## config.mk

```make
export PLATFORM = sky130hd
export DESIGN_NAME = ahb_master_arbiter_flat
export DESIGN_NICKNAME = d
export VERILOG_FILES = /design/src/rtl/ahb_master_arbiter_if.sv /design/src/rtl/ahb_master_arbiter.sv /design/src/flat_wrapper.sv
export SDC_FILE = /design/constraint.sdc
export NUM_CORES = 1
export LEC_CHECK = 0
export CAP_MARGIN = 20
export CORE_AREA = 10 10 115 117
export CTS_BUF_LIST = sky130_fd_sc_hd__clkbuf_8
export DETAILED_ROUTE_END_ITERATION = 8
export DIE_AREA = 0 0 125 127
export DONT_BUFFER_PORTS = 1
export PLACE_DENSITY = 0.41
export SYNTH_ARGS = -nofsm -noshare
export SYNTH_HDL_FRONTEND = slang
export SYNTH_SLANG_ARGS = --single-unit
```

## constraint.sdc

```tcl
create_clock -name HCLK -period 1.4 [get_ports HCLK]
set_input_delay 0.28 -clock HCLK [delete_from_list [all_inputs] [get_ports HCLK]]
set_output_delay 0.28 -clock HCLK [all_outputs]
set_load 0.02 [all_outputs]
```

## src/rtl/ahb_master_arbiter_if.sv

```systemverilog
// ----------------------------------------------------------------------------
// ahb_master_arbiter_if
//
// Purpose: bundles every bus-side signal of the two-master AHB arbiter so the
// arbiter and its environment connect through one port.
//
// Signal summary
//   Master side (per master x = 0/1):
//     HADDR_Mx[31:0], HTRANS_Mx[1:0], HWRITE_Mx, HSIZE_Mx[2:0], HWDATA_Mx[31:0],
//     HMASTLOCK_Mx                     -> into the arbiter
//     HREADY_Mx, HRDATA_Mx[31:0]       <- from the arbiter
//   Slave side (shared):
//     HADDR[31:0], HTRANS[1:0], HWRITE, HSIZE[2:0], HWDATA[31:0] <- from arbiter
//     HREADY, HRDATA[31:0]                                       -> into arbiter
//   GRANT                              <- current address-phase owner
//
// Handshake: a master's transfer is accepted at the rising HCLK edge where its
// HTRANS is NONSEQ/SEQ and its HREADY_Mx is 1; while HREADY_Mx is 0 the master
// holds its address-phase signals unchanged.
//
// Modports
//   slave  : the arbiter's view
//   master : the environment's view (masters plus shared slave response)
// ----------------------------------------------------------------------------
interface ahb_master_arbiter_if;
    logic [31:0] HADDR_M0;
    logic [31:0] HADDR_M1;
    logic [1:0]  HTRANS_M0;
    logic [1:0]  HTRANS_M1;
    logic        HWRITE_M0;
    logic        HWRITE_M1;
    logic [2:0]  HSIZE_M0;
    logic [2:0]  HSIZE_M1;
    logic [31:0] HWDATA_M0;
    logic [31:0] HWDATA_M1;
    logic        HMASTLOCK_M0;
    logic        HMASTLOCK_M1;
    logic        HREADY_M0;
    logic        HREADY_M1;
    logic [31:0] HRDATA_M0;
    logic [31:0] HRDATA_M1;

    logic [31:0] HADDR;
    logic [1:0]  HTRANS;
    logic        HWRITE;
    logic [2:0]  HSIZE;
    logic [31:0] HWDATA;
    logic        HREADY;
    logic [31:0] HRDATA;

    logic        GRANT;

    modport slave (
        input  HADDR_M0, HADDR_M1, HTRANS_M0, HTRANS_M1,
               HWRITE_M0, HWRITE_M1, HSIZE_M0, HSIZE_M1,
               HWDATA_M0, HWDATA_M1, HMASTLOCK_M0, HMASTLOCK_M1,
               HREADY, HRDATA,
        output HREADY_M0, HREADY_M1, HRDATA_M0, HRDATA_M1,
               HADDR, HTRANS, HWRITE, HSIZE, HWDATA, GRANT
    );

    modport master (
        output HADDR_M0, HADDR_M1, HTRANS_M0, HTRANS_M1,
               HWRITE_M0, HWRITE_M1, HSIZE_M0, HSIZE_M1,
               HWDATA_M0, HWDATA_M1, HMASTLOCK_M0, HMASTLOCK_M1,
               HREADY, HRDATA,
        input  HREADY_M0, HREADY_M1, HRDATA_M0, HRDATA_M1,
               HADDR, HTRANS, HWRITE, HSIZE, HWDATA, GRANT
    );
endinterface

```

## src/rtl/ahb_master_arbiter.sv

```systemverilog
// ----------------------------------------------------------------------------
// ahb_master_arbiter
//
// Purpose: two-master AHB arbiter (M0 = CPU, M1 = DMAC) sharing one slave
// port. The address-phase owner (GRANT) changes only at an idle, unlocked,
// ready cycle of the owner while the other master presents NONSEQ; the
// data-phase owner (DOWN) trails GRANT by one accepted transfer and steers
// HWDATA.
//
// Ports
//   HCLK      : clock, rising edge
//   HRESETn   : synchronous active-low reset
//   bus       : ahb_master_arbiter_if.slave (all master/slave bus signals)
//   dbg_down  : data-phase owner register, exported for observation
// ----------------------------------------------------------------------------
module ahb_master_arbiter #(
    parameter bit DEFAULT_MASTER = 1'b0
) (
    input  logic                       HCLK,
    input  logic                       HRESETn,
    ahb_master_arbiter_if.slave        bus,
    output logic                       dbg_down
);

    localparam logic [1:0] TRANS_IDLE   = 2'b00;
    localparam logic [1:0] TRANS_NONSEQ = 2'b10;

    logic grant_q, grant_d;
    logic down_q,  down_d;
    logic owner_idle, owner_lock, other_nonseq, sw;

    // State register
    always_ff @(posedge HCLK) begin
        if (!HRESETn) begin
            grant_q <= DEFAULT_MASTER;
            down_q  <= DEFAULT_MASTER;
        end else begin
            grant_q <= grant_d;
            down_q  <= down_d;
        end
    end

    // Next-state logic
    always_comb begin
        owner_idle   = 1'b0;
        owner_lock   = 1'b0;
        other_nonseq = 1'b0;
        if (grant_q) begin
            owner_idle   = (bus.HTRANS_M1 == TRANS_IDLE);
            owner_lock   = bus.HMASTLOCK_M1;
            other_nonseq = (bus.HTRANS_M0 == TRANS_NONSEQ);
        end else begin
            owner_idle   = (bus.HTRANS_M0 == TRANS_IDLE);
            owner_lock   = bus.HMASTLOCK_M0;
            other_nonseq = (bus.HTRANS_M1 == TRANS_NONSEQ);
        end
        // BUSY/SEQ are not idle, so an in-progress burst never loses the bus.
        sw      = bus.HREADY && owner_idle && !owner_lock && other_nonseq;
        grant_d = sw ? ~grant_q : grant_q;
        // The transfer accepted this edge belongs to the current address owner.
        down_d  = bus.HREADY ? grant_q : down_q;
    end

    // Output logic
    always_comb begin
        bus.GRANT     = grant_q;
        dbg_down      = down_q;

        bus.HADDR     = grant_q ? bus.HADDR_M1  : bus.HADDR_M0;
        bus.HTRANS    = grant_q ? bus.HTRANS_M1 : bus.HTRANS_M0;
        bus.HWRITE    = grant_q ? bus.HWRITE_M1 : bus.HWRITE_M0;
        bus.HSIZE     = grant_q ? bus.HSIZE_M1  : bus.HSIZE_M0;
        bus.HWDATA    = down_q  ? bus.HWDATA_M1 : bus.HWDATA_M0;

        bus.HRDATA_M0 = bus.HRDATA;
        bus.HRDATA_M1 = bus.HRDATA;

        // The non-owner sees ready only when it is not asking for the bus, which
        // holds any pending request in its address phase until handover.
        bus.HREADY_M0 = grant_q ? (bus.HTRANS_M0 == TRANS_IDLE) : bus.HREADY;
        bus.HREADY_M1 = grant_q ? bus.HREADY : (bus.HTRANS_M1 == TRANS_IDLE);
    end

endmodule

```

## src/flat_wrapper.sv

```systemverilog
// flat-port wrapper written by rule: the top's interface ports become plain ports
module ahb_master_arbiter_flat 
#(
    parameter bit DEFAULT_MASTER = 1'b0
)
  (HCLK, HRESETn, dbg_down, bus_HADDR_M0, bus_HADDR_M1, bus_HTRANS_M0, bus_HTRANS_M1, bus_HWRITE_M0, bus_HWRITE_M1, bus_HSIZE_M0, bus_HSIZE_M1, bus_HWDATA_M0, bus_HWDATA_M1, bus_HMASTLOCK_M0, bus_HMASTLOCK_M1, bus_HREADY, bus_HRDATA, bus_HREADY_M0, bus_HREADY_M1, bus_HRDATA_M0, bus_HRDATA_M1, bus_HADDR, bus_HTRANS, bus_HWRITE, bus_HSIZE, bus_HWDATA, bus_GRANT);
  ahb_master_arbiter_if bus_i ();
  input  logic HCLK;
  input  logic HRESETn;
  output logic dbg_down;
  input wire logic [$bits(bus_i.HADDR_M0)-1:0] bus_HADDR_M0;
  input wire logic [$bits(bus_i.HADDR_M1)-1:0] bus_HADDR_M1;
  input wire logic [$bits(bus_i.HTRANS_M0)-1:0] bus_HTRANS_M0;
  input wire logic [$bits(bus_i.HTRANS_M1)-1:0] bus_HTRANS_M1;
  input wire logic [$bits(bus_i.HWRITE_M0)-1:0] bus_HWRITE_M0;
  input wire logic [$bits(bus_i.HWRITE_M1)-1:0] bus_HWRITE_M1;
  input wire logic [$bits(bus_i.HSIZE_M0)-1:0] bus_HSIZE_M0;
  input wire logic [$bits(bus_i.HSIZE_M1)-1:0] bus_HSIZE_M1;
  input wire logic [$bits(bus_i.HWDATA_M0)-1:0] bus_HWDATA_M0;
  input wire logic [$bits(bus_i.HWDATA_M1)-1:0] bus_HWDATA_M1;
  input wire logic [$bits(bus_i.HMASTLOCK_M0)-1:0] bus_HMASTLOCK_M0;
  input wire logic [$bits(bus_i.HMASTLOCK_M1)-1:0] bus_HMASTLOCK_M1;
  input wire logic [$bits(bus_i.HREADY)-1:0] bus_HREADY;
  input wire logic [$bits(bus_i.HRDATA)-1:0] bus_HRDATA;
  output wire logic [$bits(bus_i.HREADY_M0)-1:0] bus_HREADY_M0;
  output wire logic [$bits(bus_i.HREADY_M1)-1:0] bus_HREADY_M1;
  output wire logic [$bits(bus_i.HRDATA_M0)-1:0] bus_HRDATA_M0;
  output wire logic [$bits(bus_i.HRDATA_M1)-1:0] bus_HRDATA_M1;
  output wire logic [$bits(bus_i.HADDR)-1:0] bus_HADDR;
  output wire logic [$bits(bus_i.HTRANS)-1:0] bus_HTRANS;
  output wire logic [$bits(bus_i.HWRITE)-1:0] bus_HWRITE;
  output wire logic [$bits(bus_i.HSIZE)-1:0] bus_HSIZE;
  output wire logic [$bits(bus_i.HWDATA)-1:0] bus_HWDATA;
  output wire logic [$bits(bus_i.GRANT)-1:0] bus_GRANT;
  assign bus_i.HADDR_M0 = bus_HADDR_M0;
  assign bus_i.HADDR_M1 = bus_HADDR_M1;
  assign bus_i.HTRANS_M0 = bus_HTRANS_M0;
  assign bus_i.HTRANS_M1 = bus_HTRANS_M1;
  assign bus_i.HWRITE_M0 = bus_HWRITE_M0;
  assign bus_i.HWRITE_M1 = bus_HWRITE_M1;
  assign bus_i.HSIZE_M0 = bus_HSIZE_M0;
  assign bus_i.HSIZE_M1 = bus_HSIZE_M1;
  assign bus_i.HWDATA_M0 = bus_HWDATA_M0;
  assign bus_i.HWDATA_M1 = bus_HWDATA_M1;
  assign bus_i.HMASTLOCK_M0 = bus_HMASTLOCK_M0;
  assign bus_i.HMASTLOCK_M1 = bus_HMASTLOCK_M1;
  assign bus_i.HREADY = bus_HREADY;
  assign bus_i.HRDATA = bus_HRDATA;
  assign bus_HREADY_M0 = bus_i.HREADY_M0;
  assign bus_HREADY_M1 = bus_i.HREADY_M1;
  assign bus_HRDATA_M0 = bus_i.HRDATA_M0;
  assign bus_HRDATA_M1 = bus_i.HRDATA_M1;
  assign bus_HADDR = bus_i.HADDR;
  assign bus_HTRANS = bus_i.HTRANS;
  assign bus_HWRITE = bus_i.HWRITE;
  assign bus_HSIZE = bus_i.HSIZE;
  assign bus_HWDATA = bus_i.HWDATA;
  assign bus_GRANT = bus_i.GRANT;
  ahb_master_arbiter #(.DEFAULT_MASTER(DEFAULT_MASTER)) u_core (.HCLK(HCLK), .HRESETn(HRESETn), .bus(bus_i), .dbg_down(dbg_down));
endmodule
```

==> flow_summary.json, run 1 <==
{
  "io_buffer_count": 0,
  "synthArstFlopShare_pct": 0,
  "fin_skew_ns": 0.000122,
  "drt_iter0_drc": 24,
  "endpoint": "bus_HWDATA[13]",
  "cts_buffer_depth": 2,
  "num_rows": 39,
  "antenna_found_initial": 0,
  "ys_top_cells_by_area": "mux2_4 (56%), buf_4 (27%), buf_6 (3.8%), buf_12 (3.4%), mux2_2 (3.2%)",
  "crit_required_ns": 1.12,
  "post_route_cells_drive_above_1_share_pct": 90.7,
  "drc": 0,
  "finalSetupViolations": 72,
  "grt_pass1_vias": 1131,
  "num_io_pins": 315,
  "crit_slowest_cell": "dfxtp_4",
  "fin_setup_tns_ns": -3.32,
  "syn_to_final_growth_pct": -9.37,
  "busiest_layer": "met2",
  "vias": 905,
  "cp-start-kind": "register",
  "drtPass1Iterations": 4,
  "syn_area_sq_um": 1760,
  "path_clk_slew_ns": 0.03,
  "worstReg2RegEnd": "u_core.dbg_down",
  "core_sq_um": 11100,
  "grt-ovfl-total": 0,
  "drt_wl_total_mm": 6.25,
  "cts-root-buf": "clkbuf_8",
  "use_met3_pct": 6.33,
  "worst_slew_pin_slew_ns": 0.201,
  "maxCapViolCount": 0,
  "synthTopCellsByCount": "mux2_4 (66), buf_4 (64), buf_6 (6)",
  "start_util_pct": 15.8,
  "relSlewSlack_pct": 86.4,
  "fmax_mhz": 680,
  "clkSinkCount": 2,
  "setup_ws_ns": -0.0699,
  "reg2reg_depth": 4,
  "r2r_slack_ns": 0.41,
  "fin_crit_sh_pct": 105,
  "synth.avg_cell_area_sq_um": 11.3,
  "yosys_warnings": 0,
  "via_per_inst": 3.77,
  "outcome": "complete, but fails checks",
  "globalRouteMet1Util_pct": 6.55,
  "cts_tree": "yes",
  "syn_nets": 333,
  "holdWs_ns": 0.219,
  "wl_per_cell_um": 26.0,
  "grt_pass1_wl_mm": 8.52,
  "synth-edff-count": 0,
  "slowest_delay_ns": 0.42,
  "p_per_area_nw_per_um2": 427,
  "grt.total_usage_pct": 6.95,
  "die_height_um": 127,
  "ys_ff_latch": 2,
  "peakVddDrop_mv": 0.372,
  "h-tree-depth": 1,
  "rsz0062_at_grt": "yes",
  "finish.instance_area_sq_um": 1600,
  "gp_congestion": 0.675,
  "worstSetupPathType": "register to output pin",
  "synth_top_cell_by_area": "mux2_4",
  "slew_viol_final": 0,
  "hold_path_class": "input pin to register",
  "die-area_sq_um": 15900,
  "die_w_um": 125,
  "dp.cells": 231,
  "violations": "setup timing",
  "synth_top_area_share_pct": 56.2,
  "whs_path_depth": 1,
  "hpwl_mm": 5.19,
  "antenna_cells": 0,
  "leakagePower_nw": 0.627,
  "nFillCells": 1251,
  "yosysMostFrequentCell": "mux2_4",
  "worstSetupStartpoint": "u_core.dbg_down",
  "path_cells": "buf_12, mux2_4",
  "instances_no_fill": 240,
  "ant_nets": 0,
  "syn_inst": 156,
  "worstSetupEndpointType": "output pin",
  "clock_latency_ns": 0.21,
  "hold_violations": 0,
  "grtUsageMet2_pct": 10.6,
  "reg2reg_from": "u_core.dbg_down",
  "min_period_ns": 1.47,
  "placed_area_sq_um": 1400,
  "path_max_fanout": 10,
  "ys_seq_area_share_pct": 2.27,
  "layout.nets": 276,
  "ys.flop_type": "dfxtp_1",
  "grt_max_degree": 18,
  "numCtsBuffers": 3,
  "synthDistinctLibCells": 16,
  "crit_arrival_ns": 1.19
}
[cells by family after synthesis]
group	after synthesis	share of synthesized area (%)
mux	71	59.4
buf+inv	73	34.5
flops	2	2.27
compound gates	4	1.63
simple gates	6	2.20
[placed cells by master, fill, tap and decap left out]
master,count
nand4bb_1,1
o31ai_2,1
buf_12,2
clkbuf_8,3
nand4_1,1
dfxtp_4,2
o21ai_0,1
nand2b_1,1
nand2_1,1
buf_6,1
mux2_4,71
o311ai_1,1
a21boi_1,1
buf_16,4
buf_4,4
nor3b_1,1
nor2_1,1
[flip-flops by register name (all words and copies together), names as in the netlist]
| signal | cells |
|---|---|
| u_core.bus.GRANT | 1 |
| u_core.dbg_down | 1 |
[final cells by class]
class	count	area [sq um]	share of cell area, %
timing repair buffer	11	191	12.0
clock buffer	3	41.3	2.58
multi-input combinational	81	1140	71.3
sequential	2	47.5	2.98
tap	143	179	11.2
[how the worst min path moves through the flow]
stage | start | endpoint | slack (ns)
4_1_cts | HRESETn | u_core.dbg_down | 0.22
5_1_grt | HRESETn | u_core.dbg_down | 0.22
2_1_floorplan | HRESETn | u_core.dbg_down | 0.43
3_3_place_gp | HRESETn | u_core.dbg_down | 0.44
6_report | HRESETn | u_core.dbg_down | 0.22
3_5_place_dp | HRESETn | u_core.dbg_down | 0.44
[per-stage QoR]
step	power, mW	utilization [%]	worst slack [ns]
after floorplan	0.689	-	0.00565
after global placement	0.458	12.6	0.0925
after detailed placement	0.456	12.6	0.0835
after CTS	0.701	14.4	-0.0965
after global routing	0.711	14.4	-0.111
final	0.683	14.4	-0.0699
[layer usage]
metal | up-vias | routed length, um
li1 | 363 | -
met1 | 400 | 1990
met2 | 133 | 2920
met3 | 9 | 1260
met4 | 0 | 80
met5 | - | 0
[power by group]
part	switching [mW]	total, mW	internal [mW]
logic	0.223	0.403	0.181
registers	0.00213	0.0568	0.0546
clock network	0.0412	0.223	0.181
[what timing repair did]
item                                    in CTS  in global routing
gates resized for setup                     12                  0
pin swaps                                    0                  0
setup buffers                                2                  0
endpoints found under the setup margin      68                 73
hold buffers                                 0                  0
cloned                                       4                  0
[worst max-delay path, delay by kind of cell (launching register included)]
kind,cells,cell delay (ns)
flip-flops,1,0.42
multiplexers,1,0.36
buffers and inverters,1,0.18
(Power assumes the default switching activity.)
==> run 2, diff against run 1 <==
- CAP_MARGIN: 20 -> 10
==> results of run 2 <==
Same layout as run 1: the final DEF is identical, and so are final timing and power.
